**src/rtl/rw_arbiter_pkg.sv**
```systemverilog
// rw_arbiter_pkg: shared types and constants for the I/D-cache to memory arbiter.
// Holds the transaction FSM states, the port identity, and the tag field layout.
package rw_arbiter_pkg;

  // Transaction FSM: one outstanding transaction at a time.
  typedef enum logic [2:0] {
    ST_IDLE  = 3'd0,
    ST_ADDR  = 3'd1,
    ST_WDATA = 3'd2,
    ST_WDONE = 3'd3,
    ST_RDATA = 3'd4
  } state_t;

  // Requesting cache port.
  typedef enum logic {
    PORT_I = 1'b0,
    PORT_D = 1'b1
  } port_t;

  // Tag layout: [12] read/write, [11:8] transaction type, [7:0] id.
  localparam int TAG_RW_BIT   = 12;
  localparam int TAG_TYPE_MSB = 11;
  localparam int TAG_TYPE_LSB = 8;
  localparam int TAG_ID_MSB   = 7;
  localparam int TAG_ID_LSB   = 0;

  localparam logic       TAG_READ    = 1'b1;
  localparam logic       TAG_WRITE   = 1'b0;
  localparam logic [3:0] TYPE_MEMORY = 4'b0001;

endpackage

```
**src/rtl/rw_arbiter_grant.sv**
```systemverilog
// rw_arbiter_grant: picks which cache port wins the bus when leaving IDLE.
// Build option ARB_ROUND_ROBIN_EN: simultaneous requests alternate against
// last_grant. Without it the D-cache always wins a tie.
module rw_arbiter_grant
  import rw_arbiter_pkg::*;
(
  input  logic  i_reqcyc,
  input  logic  d_reqcyc,
  input  port_t last_grant,
  output port_t grant
);

`ifdef ARB_ROUND_ROBIN_EN
  // Tie goes to the port that did not win last time; a lone request wins.
  always_comb begin
    grant = PORT_D;
    if (i_reqcyc && d_reqcyc) begin
      grant = (last_grant == PORT_D) ? PORT_I : PORT_D;
    end else if (i_reqcyc) begin
      grant = PORT_I;
    end
  end
`else
  // Fixed priority has no use for the grant history.
  logic unused_last_grant;
  assign unused_last_grant = last_grant;

  // D-cache has fixed priority; I-cache wins only when D is silent.
  always_comb begin
    grant = PORT_D;
    if (i_reqcyc && !d_reqcyc) begin
      grant = PORT_I;
    end
  end
`endif

endmodule

```
**src/rtl/rw_arbiter.sv**
```systemverilog
// rw_arbiter: shares one memory bus between an I-cache and a D-cache port.
// A transaction is an address beat followed either by BEATS write-data beats
// (closed by a one-cycle writeack) or by BEATS read-response beats.
// Build option ARB_ROUND_ROBIN_EN selects round-robin tie breaking in
// rw_arbiter_grant; the default build gives the D-cache priority.
module rw_arbiter
  import rw_arbiter_pkg::*;
#(
  parameter int DATA_WIDTH = 64,
  parameter int TAG_WIDTH  = 13,
  parameter int BEATS      = 8
) (
  input  logic                  clk,
  input  logic                  reset,
  // I-cache port
  input  logic [DATA_WIDTH-1:0] i_req,
  input  logic [TAG_WIDTH-1:0]  i_reqtag,
  input  logic                  i_reqcyc,
  output logic                  i_reqack,
  output logic [DATA_WIDTH-1:0] i_resp,
  output logic [TAG_WIDTH-1:0]  i_resptag,
  output logic                  i_respcyc,
  input  logic                  i_respack,
  output logic                  i_writeack,
  // D-cache port
  input  logic [DATA_WIDTH-1:0] d_req,
  input  logic [TAG_WIDTH-1:0]  d_reqtag,
  input  logic                  d_reqcyc,
  output logic                  d_reqack,
  output logic [DATA_WIDTH-1:0] d_resp,
  output logic [TAG_WIDTH-1:0]  d_resptag,
  output logic                  d_respcyc,
  input  logic                  d_respack,
  output logic                  d_writeack,
  // Memory bus
  output logic [DATA_WIDTH-1:0] bus_req,
  output logic [TAG_WIDTH-1:0]  bus_reqtag,
  output logic                  bus_reqcyc,
  input  logic                  bus_reqack,
  input  logic [DATA_WIDTH-1:0] bus_resp,
  input  logic [TAG_WIDTH-1:0]  bus_resptag,
  input  logic                  bus_respcyc,
  output logic                  bus_respack
);

  localparam int                CNT_W     = $clog2(BEATS);
  localparam logic [CNT_W-1:0]  LAST_BEAT = CNT_W'(BEATS - 1);

  state_t           state, state_nx;
  port_t            owner, owner_nx;
  port_t            last_grant, last_grant_nx;
  port_t            grant;
  logic [CNT_W-1:0] cnt, cnt_nx;

  // Owner-side view of the transaction, demuxed to the ports below.
  logic own_reqack;
  logic own_respcyc;
  logic own_writeack;

  // Selected owner's request signals.
  logic                  own_reqcyc;
  logic [DATA_WIDTH-1:0] own_req;
  logic [TAG_WIDTH-1:0]  own_reqtag;
  logic                  own_respack;
  logic                  in_rdata;

  assign own_reqcyc  = (owner == PORT_D) ? d_reqcyc  : i_reqcyc;
  assign own_req     = (owner == PORT_D) ? d_req     : i_req;
  assign own_reqtag  = (owner == PORT_D) ? d_reqtag  : i_reqtag;
  assign own_respack = (owner == PORT_D) ? d_respack : i_respack;
  assign in_rdata    = (state == ST_RDATA);

  rw_arbiter_grant u_grant (
    .i_reqcyc   (i_reqcyc),
    .d_reqcyc   (d_reqcyc),
    .last_grant (last_grant),
    .grant      (grant)
  );

  // State, owner, grant history and beat counter registers.
  // NOTE: sequential state uses non-blocking assignments so every register
  // samples the pre-edge values computed by the combinational block.
  always_ff @(posedge clk or negedge reset) begin
    if (!reset) begin
      state      <= ST_IDLE;
      owner      <= PORT_I;
      last_grant <= PORT_D;
      cnt        <= '0;
    end else begin
      state      <= state_nx;
      owner      <= owner_nx;
      last_grant <= last_grant_nx;
      cnt        <= cnt_nx;
    end
  end

  // Next-state logic and owner-side handshakes for the current phase.
  // NOTE: every signal written here gets a default first, so no path through
  // the case statement can leave a value unassigned and infer a latch.
  always_comb begin
    state_nx      = state;
    owner_nx      = owner;
    last_grant_nx = last_grant;
    cnt_nx        = cnt;
    bus_req       = '0;
    bus_reqtag    = '0;
    bus_reqcyc    = 1'b0;
    bus_respack   = 1'b0;
    own_reqack    = 1'b0;
    own_respcyc   = 1'b0;
    own_writeack  = 1'b0;

    case (state)
      ST_IDLE: begin
        if (i_reqcyc || d_reqcyc) begin
          owner_nx      = grant;
          last_grant_nx = grant;
          state_nx      = ST_ADDR;
        end
      end

      ST_ADDR: begin
        bus_req    = own_req;
        bus_reqtag = own_reqtag;
        bus_reqcyc = own_reqcyc;
        own_reqack = bus_reqack && own_reqcyc;
        if (!own_reqcyc) begin
          // Owner withdrew before the bus accepted the address.
          state_nx = ST_IDLE;
        end else if (bus_reqack) begin
          cnt_nx   = '0;
          state_nx = (own_reqtag[TAG_RW_BIT] == TAG_READ) ? ST_RDATA : ST_WDATA;
        end
      end

      ST_WDATA: begin
        bus_req    = own_req;
        bus_reqtag = own_reqtag;
        bus_reqcyc = own_reqcyc;
        own_reqack = bus_reqack && own_reqcyc;
        if (own_reqack) begin
          if (cnt == LAST_BEAT) begin
            cnt_nx   = '0;
            state_nx = ST_WDONE;
          end else begin
            cnt_nx = cnt + 1'b1;
          end
        end
      end

      ST_WDONE: begin
        own_writeack = 1'b1;
        state_nx     = ST_IDLE;
      end

      ST_RDATA: begin
        own_respcyc = bus_respcyc;
        bus_respack = own_respack;
        if (bus_respcyc && own_respack) begin
          if (cnt == LAST_BEAT) begin
            cnt_nx   = '0;
            state_nx = ST_IDLE;
          end else begin
            cnt_nx = cnt + 1'b1;
          end
        end
      end

      default: state_nx = ST_IDLE;
    endcase
  end

  // Only the owner ever sees handshakes; the other port stays quiet.
  assign i_reqack   = own_reqack   && (owner == PORT_I);
  assign d_reqack   = own_reqack   && (owner == PORT_D);
  assign i_respcyc  = own_respcyc  && (owner == PORT_I);
  assign d_respcyc  = own_respcyc  && (owner == PORT_D);
  assign i_writeack = own_writeack && (owner == PORT_I);
  assign d_writeack = own_writeack && (owner == PORT_D);

  // Response data is only passed through to the owner while reading.
  assign i_resp    = (in_rdata && owner == PORT_I) ? bus_resp    : '0;
  assign i_resptag = (in_rdata && owner == PORT_I) ? bus_resptag : '0;
  assign d_resp    = (in_rdata && owner == PORT_D) ? bus_resp    : '0;
  assign d_resptag = (in_rdata && owner == PORT_D) ? bus_resptag : '0;

endmodule

```
**config.mk**
```make
export PLATFORM = sky130hd
export DESIGN_NAME = rw_arbiter
export DESIGN_NICKNAME = d
export VERILOG_FILES = /design/src/rtl/rw_arbiter_pkg.sv /design/src/rtl/rw_arbiter_grant.sv /design/src/rtl/rw_arbiter.sv
export SDC_FILE = /design/constraint.sdc
export NUM_CORES = 1
export LEC_CHECK = 0
export ABC_AREA = 1
export BUFFER_PORTS_ARGS = -buffer_cell sky130_fd_sc_hd__buf_2
export CORE_AREA = 5 5 184 186
export DETAILED_ROUTE_END_ITERATION = 7
export DIE_AREA = 0 0 189 191
export HOLD_SLACK_MARGIN = 0.12
export PLACE_DENSITY = 0.45
export SYNTH_ARGS = -nofsm -noshare
export SYNTH_HDL_FRONTEND = slang
export SYNTH_SLANG_ARGS = --single-unit
```
**constraint.sdc**
```tcl
create_clock -name clk -period 1.5 [get_ports clk]
set_input_delay 0.3 -clock clk [delete_from_list [all_inputs] [get_ports clk]]
set_output_delay 0.3 -clock clk [all_outputs]
set_load 0.01 [all_outputs]
```
# == Yosys cells after proc, flatten, opt, wreduce, memory -nomap -nowiden ==
# Index checks and enable logic that the tools add are counted.
# W data, S select, Z words.
# word_totals
regBits,7
# op_classes
add_sub_neg,1
n_eq_ne,13
muxes,31
bitwise,1
reduce_logical,19
# ops
operator,n
$mux W64,4
$mux W13,4
$mux W3,13
$pmux W3 S4,1
$logic_and A1 B1 Y1,11
$ne A2 B2 Y1 const B,5
$pmux W3 S3,1
$mux W1,8
$eq A3 B2 Y1 const B,2
$eq A3 B3 Y1 const B,2
$reduce_and A6 Y1,1
$reduce_and A5 Y1,1
$ne A2 B1 Y1 const B,2
$add A3 B1 Y3 const B,1
$eq A3 B1 Y1 const B,1
$logic_not A3 Y1,1
$ne A3 B3 Y1 const B,1
$reduce_bool A3 Y1,1
$reduce_and A2 Y1,1
$reduce_or A2 Y1,1
$logic_not A1 Y1,1
$logic_or A1 B1 Y1,1
$not A1 Y1,1

# == Longest topological paths before layout ==
# Gate-level depths: netlist of the first run.
# depth
depth_word,5
ltp_mapped,10
mapped_depth_nobuf,10

# == Hierarchy ==
# A second synthesis of the first run with hierarchy kept.
# hier_totals
hier_cells,762
hier_area_um2,3169.3
# by_module_without_submodules
module,instances,cells_per_inst,area_each_um2
rw_arbiter,1,760,3161.8
rw_arbiter_grant,1,2,7.5

# == Worst setup path before layout of the first run ==
# No wires, ideal clock.
# synth_path
path_kind,reg2out
startpoint,reg state[1]
endpoint,out d_reqack
t_arrival_ps,1284
required_ps,1200
setup_slack_ps,-84
stages_incl_launch_ff,8
path_buffers,0
path_cell_list,dfrtp_1 nor3_2 inv_2 nand2_2 inv_2 nor2_2 nand2_1 nor2_1
# synth_via
elab_chain_cells,4
word_cells_on_any_way,5
classes_between,2 x eq/ne; 1 x mux; 2 x reduce/logical
# synth_rtl
item,line,text
"start, declared",rw_arbiter.sv:49,"state_t state, state_nx;"
"start signal, assigned",rw_arbiter.sv:90,state <= state_nx;
$eq A3 B2 Y1 / $eq A3 B1 Y1 (equally long branches),rw_arbiter.sv:113,case (state)
$reduce_or A2 Y1 (no line) *,--,
$mux W1 *,--,
$logic_and A1 B1 Y1 *,rw_arbiter.sv:175,assign d_reqack = own_reqack && (owner == PORT_D);
"end, declared",rw_arbiter.sv:29,"output logic d_reqack,"
# Mark *: on every way between the ends. The rest lies on a longest branch, timed or not.

# == Worst setup path in the final report of the first run ==
# layout_path
startpoint,reg state[2]
endpoint,out d_resptag[5]
# layout_via
elab_chain_cells,3
# layout_rtl
item,line,text
$eq A3 B3 Y1,rw_arbiter.sv:71,assign in_rdata = (state == ST_RDATA);
$logic_and A1 B1 Y1,rw_arbiter.sv:185,assign d_resptag = (in_rdata && owner == PORT_D) ? bus_resptag : '0;
$mux W13,rw_arbiter.sv:185,
"end, declared",rw_arbiter.sv:31,"output logic [TAG_WIDTH-1:0] d_resptag,"
# Every way passes these cells.

==> results of run 1 <==
worst max path at each step:
| stage | start | endpoint | slack (ns) | cells after the start |
|---|---|---|---|---|
| floorplan | state[0] | d_resp[55] | -0.05 | 5 |
| global placement | state[0] | bus_req[16] | -0.28 | 9 |
| detailed placement | state[0] | bus_req[16] | -0.28 | 9 |
| CTS | state[1] | d_resp[37] | -0.45 | 6 |
| global route | state[2] | d_resptag[6] | -0.56 | 8 |
| finish | state[2] | d_resptag[5] | -0.48 | 8 |
metrics by stage:
stage	setup slack, ns	hold slack [ns]	utilization	power, mW	instances
final	-0.479	0.377	0.245	11.8	1682
after global routing	-0.563	0.400	0.245	12.9	1682
after CTS	-0.447	0.360	0.227	11.2	1670
after detailed placement	-0.281	0.147	0.202	8.69	1642
after global placement	-0.283	0.148	0.202	8.72	1642
after floorplan	-0.0463	0.00441	-	5.13	754
cell families after synthesis:
kind of cell / after synthesis / share of synthesized area
compound gates: 6 / 0.00964
fa+ha+maj: 2 / 0.00803
buf+inv: 215 / 0.281
flops: 7 / 0.0562
simple gates: 524 / 0.645
what timing repair did:
action	CTS	global route
cloned	8	9
hold endpoints to repair	7	0
buffers inserted	16	6
gates resized for setup	82	112
pin swaps	4	13
hold buffers	1	0
endpoints found under the setup margin	242	245
critical path: stages, from the launching register on:
cell and delay (ns):
dfrtp_2 0.41, inv_2 0.07, nor3_4 0.21, buf_6 0.17, nand2_8 0.11, buf_12 0.15, buf_16 0.13, nor2_4 0.08
buf_6 0.10
power groups by stage:
stage	combinational, mW	sequential (mW)	clock [mW]
floorplan	4.78	0.353	0
global placement	8.34	0.377	0
detailed placement	8.30	0.382	0
CTS	10.4	0.379	0.460
global route	12.0	0.393	0.476
finish	10.9	0.381	0.448
per-layer routing:
metal  GRT usage  routed length [um]
met1       0.116                8550
met2       0.198               12100
met3      0.0157                1540
met4      0.0286                 617
met5           0                  13
flip-flops by register name, indices dropped and copies added (netlist names):
register and flops:
owner 1, state 3, cnt 3
synthesized netlist by cell type:
master / number
clkbuf_1: 18
buf_2: 10
nor2_1: 169
o21ai_0: 6
inv_2: 12
ha_1: 2
dfrtp_1: 7
nor3_2: 1
buf_6: 7
and3_1: 1
buf_4: 1
nand2_1: 341
nand4_1: 1
buf_1: 5
nor3_4: 1
nor2_2: 2
nand3_1: 6
inv_1: 162
nand2_2: 2
final cells by class:
| class | count | area [um2] | area share |
|---|---|---|---|
| repair buffers | 555 | 3720 | 0.473 |
| multi-input cells | 534 | 2710 | 0.345 |
| inverters | 174 | 668 | 0.0849 |
| well taps | 408 | 510 | 0.0648 |
| flip-flops and latches | 7 | 179 | 0.0227 |
| clock buffers | 4 | 78.8 | 0.0100 |
==> summary.txt, run 1 <==
Route
  • Number of detailed-route iterations in the first pass: 5
  • Final ANT Viol Nets: 0
  • DRC: 0
  • Total Wirelength: 22.9 mm
  • Vias: about 6,100
  • Via count normalized by instance count: 3.63
  • Routed WL per cell: about 14 um
  • DR iter-0 viols: 162

Global routing
  • Vias in the first global route: around 5,900
  • Initial antenna violation count: 2
  • Grt ovf: 0
  • Global-route wire length before repair: 30.4 mm
  • Largest net degree at the start of global routing: 62
  • GRT Resource Usage Total: 0.103

Timing
  • Fmax: 505 MHz
  • Max-slew violation count: 0
  • Tcrit/Tclk final: 1.32
  • Least-Margin Pin Slew: 0.268 ns
  • Hold Violations, Final: 0
  • TNS Setup: -97.33 ns
  • Final setup fails: 239
  • Unrepaired setup endpoints after global routing: true
  • Period minus WS final: slightly below 2 ns
  • Setup WS post-layout: -0.479 ns
  • Max transition margin: 0.821
  • Worst Skew: between 0.0009 and 0.001 ns

Floorplanning
  • Total core area: 32,100 um2
  • Total Die Area: 36,100 um2
  • Die height: 191 um
  • FP Rows: 66
  • I/O Pins: 478
  • Initial Util: 0.0969
  • Die W: 189 um

Worst setup path
  • Kind of critical path: reg2out
  • Worst R2R End: cnt[1]
  • Flop-to-flop setup slack: 0 ns
  • WP data required: roughly 1.2 ns
  • Crit end category: output pin
  • Crit path max fanout: 6
  • R2R cell count: 10
  • Crit path DAT: 1.68 ns
  • Crit path launch type: flop
  • R2r startpoint: owner

Pwr
  • Pwr dens: 1490 nW/um2
  • Clock share of power: 0.038
  • Sw Ratio: 0.519
  • Comb power frac: 0.930
  • Sequential share of power: 0.032
  • Max VDD drop: 0.684 mV
  • NetSw: between 6 and 7 mW
  • Leak: between 5 and 6 nW
  • Internal: 5.66 mW

Hold path
  • Hold depth: 3
  • WHS Endpoint: owner
  • Hold Path Class: in2reg
  • Worst hold start: d_reqcyc

Placement
  • HPWL after DPL: 16.9 mm
  • # port buffers: 477
  • Gpl congestion: 0.840
  • Placed instance area: between 6000 and 7000 um2

Synthesis
  • Synthesized flop and latch total: 7
  • Mapped Cells: approximately 750
  • Register area share after synthesis: 0.0562
  • YS warnings: 0
  • Synth top area share: 0.411
  • Post-Syn Area: 3110 um2
  • Post-Syn Area per Cell: just over 4 um2
  • Cell variety after synth: 19
  • Largest cells by area after synthesis: nand2_1 41%, nor2_1 20%, inv_1 20%
  • Net Count, Synth: between 900 and 1,000
  • Synth area leader: nand2_1

Clock tree
  • CTS Buffer Depth: 2
  • Clock root cell: clkbuf_16
  • Clock Sink Count: 7
  • Reg clk slew, reported paths: 0.04 ns
  • Clock latency on the worst-skew pair: between 0.2 and 0.25 ns
  • CTS tree: built
  • H-tree depth: 1
  • Num CTS Buffers: 3

Finish
  • Commonest cells after routing, fill and taps aside: 430 x buf_2, 296 x nand2_1, 123 x inv_1
  • Layout area overhead: 153%
  • # nets final: 1,516
  • Cell area after layout: 7870 um2
  • Ratio of cells with drive above 1 in the final layout: 0.590
  • Most common cell after layout, fill and taps aside: buf_2
  • Filler instances: about 3,700
  • Ant diodes: 0

Status
  • Failing checks: setup timing
  • Status: complete, but fails checks

Job
  • Max-capacitance violation count: 0
(Power assumes the default switching activity.)
==> inputs of run 2 (changes only) <==
- CORE_AREA: 5 5 184 186 -> 5 5 182 184
- DIE_AREA: 0 0 189 191 -> 0 0 187 189
- PLACE_DENSITY: 0.45 -> 0.46
- SYNTH_HIERARCHICAL: unset -> 1
==> run 2 against run 1 <==
Net effect:
- the run still ends with setup timing left
- sequential share of layout area rose by 0.072 points
- cell area down 1.7%
- non-clock buffer count fell by 8
- hold slack better by 0.039 ns
- power decreased by 18%
- clock skew rose by 0.0015 ns
- utilization rose by 0.27 points
- clock power increased by 6.0%
- worst setup slack gained 0.074 ns
- critical path type unchanged
- largest cell class unchanged
==> summary.txt, run 2 <==
Floorplanning
  • Total Die Area: 35,300 um2 (-2.1%)
  • FP Rows: 65 (-1.5%)
  • Die height: 189 um (-1.0%)
  • I/O Pins: 478 (unchanged)
  • Die W: 187 um (-1.1%)
  • Initial Util: 0.100 (+0.00341)
  • Total core area: 31,200 um2 (-2.8%)

Status
  • Failing checks: setup timing
  • Status: complete, but fails checks

Route
  • Via count normalized by instance count: 3.68 (+1.4%)
  • Total Wirelength: 25.8 mm (+13%)
  • Final ANT Viol Nets: 0 (unchanged)
  • Vias: 6,145 (+0.72%)
  • DR iter-0 viols: 210 (+30%)
  • Number of detailed-route iterations in the first pass: 4 (-1)
  • Routed WL per cell: 15.4 um (+13%)
  • DRC: 0 (unchanged)

Pwr
  • Max VDD drop: 1.12 mV (+64%)
  • Internal: 4.35 mW (-23%)
  • Leak: 5.38 nW (-1.0%)
  • NetSw: 5.33 mW (-13%)
  • Sequential share of power: 0.040 (+0.008)
  • Total power: 9.68 mW (-18%)
  • Pwr dens: 1250 nW/um2 (-16%)
  • Sw Ratio: 0.551 (+0.0318)
  • Clock share of power: 0.049 (+0.011)
  • Comb power frac: 0.911 (-0.019)

Clock tree
  • Clock latency on the worst-skew pair: 0.24 ns (about the same)
  • CTS tree: built
  • H-tree depth: 1 (unchanged)
  • Clock root cell: clkbuf_16
  • Reg clk slew, reported paths: 0.04 ns (about the same)
  • CTS Buffer Depth: 2 (unchanged)
  • Clock Sink Count: 7 (unchanged)
  • Num CTS Buffers: 3 (unchanged)

Job
  • Max-capacitance violation count: 0 (unchanged)

Finish
  • Commonest cells after routing, fill and taps aside: 422 x buf_2, 334 x nand2_1, 168 x inv_1
  • Ant diodes: 0 (unchanged)
  • # nets final: 1,510 (-0.40%)
  • Layout area overhead: 147%
  • Largest regs: cnt: 3 flops, state: 3 flops, owner: 1 flops
  • Most common cell after layout, fill and taps aside: buf_2
  • Ratio of cells with drive above 1 in the final layout: 0.526 (-0.0642)

Synthesis
  • Post-Syn Area per Cell: 4.13 um2 (about the same)
  • YS warnings: 6 (+6)
  • Mapped Cells: 759 (+0.66%)
  • Net Count, Synth: 1,000 (+0.50%)
  • Post-Syn Area: 3130 um2 (+0.64%)

Worst setup path
  • Crit end category: output pin
  • Crit path max fanout: 18 (+12)
  • Kind of critical path: reg2out
  • Crit path DAT: 1.60 ns (-0.08 ns)
  • Crit path launch type: flop
  • WP data required: 1.20 ns (about the same)

Timing
  • Period minus WS final: 1.90 ns (-0.0740 ns)
  • Least-Margin Pin Slew: 0.356 ns (+0.0883 ns)
  • Setup WS post-layout: -0.405 ns (+0.0740 ns)
  • Max transition margin: 0.760 (-0.0604)
  • Unrepaired setup endpoints after global routing: true
  • Hold Violations, Final: 0 (unchanged)
  • Worst Skew: 0.00246 ns (+0.00149 ns)
  • Fmax: 525 MHz (+3.9%)
  • Max-slew violation count: 0 (unchanged)
  • Final setup fails: 245 (+2.5%)
  • Tcrit/Tclk final: 1.27 (-0.0493)

Global routing
  • GRT Resource Usage Total: 0.131 (+0.0289)
  • Largest net degree at the start of global routing: 48 (-23%)
  • Global-route wire length before repair: 36.7 mm (+21%)
  • Vias in the first global route: 6,229 (+5.2%)
  • Initial antenna violation count: 1 (-1)
  • Grt ovf: 0 (unchanged)

Placement
  • # port buffers: 477 (unchanged)
  • Setup slack after placement: -0.281 ns (-0.000215 ns)
  • HPWL after DPL: 20.9 mm (+24%)
  • Gpl congestion: 0.846 (+0.75%)

Hold path
  • Hold Path Class: in2reg
-- run 2: through the flow --
step                      hold WS (ns)  instance area (um2)  setup TNS [ns]  cells   util
after CTS                        0.431                 7210          -78.94   1663  0.231
after global placement           0.161                 6290          -30.82   1646  0.202
final                            0.416                 7740          -78.09   1670  0.248
after detailed placement         0.160                 6290          -35.98   1646  0.202
after global routing             0.480                 7740          -99.29   1670  0.248
after floorplan                0.00441                 3160          -0.489    759      -
-- run 2: power groups by stage --
stage	Combinational [mW]	Sequential, mW	Clock, mW
after floorplan	4.21	0.324	0
after global placement	7.55	0.345	0
after detailed placement	7.50	0.352	0
after CTS	8.46	0.377	0.486
after global routing	9.87	0.401	0.501
final	8.82	0.387	0.475
-- run 2: final timing paths --
kind	endpoint	slack, ns	depth (start not counted)	startpoint
min in group asynchronous	cnt[0]	0.48	2	reset
worst max-delay path	d_resp[31]	-0.40	6	owner
max in group asynchronous	owner	0.83	2	reset
worst min register to register	cnt[1]	0.50	2	cnt[1]
worst min-delay path	owner	0.42	4	i_reqcyc
worst max register to register	state[2]	-0.10	10	owner
-- run 2: layer usage --
layer,GRT usage,share of wire,vias up
met5,0,0,-
met4,0.0444,0.036,0
met3,0.0415,0.092,37
met2,0.234,0.49,361
met1,0.149,0.38,2639
li1,-,-,3108
-- run 2: what timing repair did --
action,CTS,global route
endpoints found under the setup margin,245,245
endpoints found under the hold margin,7,0
gates resized for setup,163,90
cloned,7,5
setup buffers,5,2
hold buffers,1,0
pin swaps,3,1
-- run 2: area by class of cell --
class                   instances  area, um2
flip-flops and latches          7        181
clock buffers                   4       78.8
fillers                      3616      23500
repair buffers                547       3690
inverters                     173        664
well taps                     402        503
multi-input cells             537       2620
-- run 2: worst max-delay path: stages (launching register included) --
cell and delay (ns):
dfrtp_4 0.54, buf_4 0.20, nand2_2 0.09, buf_12 0.15
clkbuf_16 0.19, nor2_1 0.06, buf_2 0.14
==> inputs of run 3 (changes only) <==
- GPL_TIMING_DRIVEN: unset -> 1
- REMOVE_ABC_BUFFERS: unset -> 1
==> run 3 against run 2 <==
Net effect:
- highest routed layer is now met5
- largest cell class unchanged
- clock skew shrank 0.0019 ns
- wire length increased by 7.1%
- critical path type unchanged
- critical endpoint is now d_resp[23]
- worst setup slack better by 0.017 ns
- die area stayed put
- the run still ends with setup timing left
==> summary.txt, run 3 (synthesis results as in run 2) <==
Floorplanning
  • Die W: 187 um (unchanged)
  • I/O Pins: 478 (unchanged)
  • Total core area: 31,200 um2 (unchanged)
  • Die height: 189 um (unchanged)
  • Initial Util: 0.100 (unchanged)
  • Total Die Area: 35,300 um2 (unchanged)
  • FP Rows: 65 (unchanged)

Clock tree
  • Num CTS Buffers: 3 (unchanged)
  • Reg clk slew, reported paths: 0.04 ns (about the same)
  • Clock latency on the worst-skew pair: 0.23 ns (about the same)
  • H-tree depth: 1 (unchanged)
  • CTS tree: built
  • Clock Sink Count: 7 (unchanged)
  • Clock root cell: clkbuf_16
  • CTS Buffer Depth: 2 (unchanged)

Finish
  • Cell area after layout: 7880 um2 (+1.7%)
  • Footprint of the multi-input gates: 2650 um2 (+1.1%)
  • Most common cell after layout, fill and taps aside: buf_2
  • Final cell count without fillers: 1,669 (-0.060%)
  • Storage cell area: 179 um2 (-1.4%)
  • Ratio of cells with drive above 1 in the final layout: 0.536 (+0.0100)
  • Fin util: 0.252 (+0.00433)
  • Largest regs: cnt: 3 flops, state: 3 flops, owner: 1 flops
  • Filler instances: 3,572 (-1.2%)
  • Commonest cells after routing, fill and taps aside: 396 x buf_2, 323 x nand2_1, 153 x inv_1
  • # nets final: 1,505 (-0.33%)
  • Layout area overhead: 151%

Placement
  • Placed Cells: 1,636 (-0.61%)
  • Placed instance area: 6230 um2 (-1.1%)
  • # port buffers: 477 (unchanged)
  • HPWL after DPL: 22.1 mm (+6.0%)
  • Gpl congestion: 0.851 (+0.56%)
  • Setup slack after placement: -0.189 ns (+0.0918 ns)

Worst setup path
  • Crit end category: output pin
  • Crit path launch type: flop
  • CP bufs+invs: 5 (+1)
  • Flop-to-flop setup slack: -0.14 ns (-0.04 ns)
  • Crit path DAT: 1.59 ns (about the same)
  • Crit path cell chain: inv_2 > nand3_4 > inv_4 > nand2_8 > buf_12 > clkbuf_16 > nor2_4 > buf_6
  • WP data required: 1.20 ns (about the same)
  • Slowest-stage cell, CP: dfrtp_2
  • Crit path max fanout: 8 (-10)
  • Largest stage delay on the critical path: 0.45 ns (-0.09 ns)
  • Crit-path leading delay family: buffers and inverters
  • Kind of critical path: reg2out

Timing
  • Tcrit/Tclk final: 1.26 (-0.0112)
  • Least-Margin Pin Slew: 0.320 ns (-0.0366 ns)
  • Hold Violations, Final: 0 (unchanged)
  • Worst Skew: 0.000536 ns (-0.00192 ns)
  • Max transition margin: 0.785 (+0.0247)
  • Period minus WS final: 1.89 ns (-0.0168 ns)
  • Final setup fails: 245 (unchanged)
  • Setup WS post-layout: -0.388 ns (+0.0168 ns)
  • Max-slew violation count: 0 (unchanged)
  • Fmax: 530 MHz (+0.89%)
  • TNS Setup: -74.19 ns (+3.90 ns)
  • Hold_ws: 0.401 ns (-0.0149 ns)
  • Unrepaired setup endpoints after global routing: true

Global routing
  • Largest net degree at the start of global routing: 52 (+8.3%)
  • Global-route wire length before repair: 37.5 mm (+2.3%)
  • Met3 usage in global routing: 0.0363 (-0.00516)
  • Global route hottest layer: met2
  • Initial antenna violation count: 6 (+5)
  • Grt ovf: 0 (unchanged)
  • Met1 usage in global routing: 0.150 (+0.000640)
  • Met2 usage: 0.257 (+0.0233)
  • GRT Resource Usage Total: 0.136 (+0.00495)
  • Vias in the first global route: 6,376 (+2.4%)

Route
  • Total Wirelength: 27.6 mm (+7.1%)
  • Final ANT Viol Nets: 0 (unchanged)
  • Routed WL per cell: 16.5 um (+7.1%)
  • DR iter-0 viols: 253 (+20%)
  • Via count normalized by instance count: 3.72 (+1.1%)
  • Number of detailed-route iterations in the first pass: 4 (unchanged)
  • DRC: 0 (unchanged)
  • Vias: 6,207 (+1.0%)

Pwr
  • Max VDD drop: 0.627 mV (-44%)
  • Pwr dens: 1380 nW/um2 (+10%)
  • Total power: 10.8 mW (+12%)
  • Leak: 5.37 nW (-0.15%)

Hold path
  • Hold Path Class: in2reg

Job
  • Max-capacitance violation count: 0 (unchanged)

Status
  • Status: complete, but fails checks
  • Failing checks: setup timing
[run 3: cell types whose count changed in the layout (fill, tap and decap cells not counted), sizes merged]
cell / change
clkinv: -1
buf: -6
clkbuf: +1
diode: +4
inv: +1
[run 3: repair_timing]
item / 4_1_cts / 5_1_grt
hold buffers: 1 / 0
gates cloned: 4 / 6
pin swaps: 6 / 8
setup endpoints to repair: 240 / 245
gates resized for setup: 94 / 207
hold endpoints to repair: 7 / 0
setup buffers: 8 / 7
[run 3: report_power, final]
part	switching (mW)	leakage, nW	internal, mW
registers	0.103	0.0875	0.267
logic	5.61	5.25	4.42
clock network	0.0966	0.0382	0.353
total	5.81	5.37	5.04
[run 3: area by class of cell]
| type | count | share of cell area |
|---|---|---|
| clock buffers | 4 | 0.0100 |
| inverters | 173 | 0.0834 |
| diodes | 4 | 0.00127 |
| flip-flops and latches | 7 | 0.0227 |
| multi-input cells | 537 | 0.337 |
| repair buffers | 542 | 0.482 |
| well taps | 402 | 0.0639 |
[run 3: final timing paths]
kind / from / cells past startpoint / end
hold reg to reg: cnt[2] / 2 / cnt[2]
max in group asynchronous: reset / 2 / owner
min in group asynchronous: reset / 2 / state[2]
hold / removal: bus_reqack / 4 / state[0]
setup / recovery: state[0] / 8 / d_resp[23]
setup reg to reg: state[1] / 12 / cnt[2]
[run 3: routing by layer]
| layer | vias up | share of wire |
|---|---|---|
| met1 | 2693 | 0.37 |
| met2 | 360 | 0.52 |
| met3 | 32 | 0.086 |
| met5 | - | 0.00098 |
| met4 | 4 | 0.022 |
| li1 | 3118 | - |
[run 3: worst min-delay path: stages]
cell	delay, ns
buf_2	0.11
inv_1	0.04
nand3_1	0.08
nand2_1	0.06
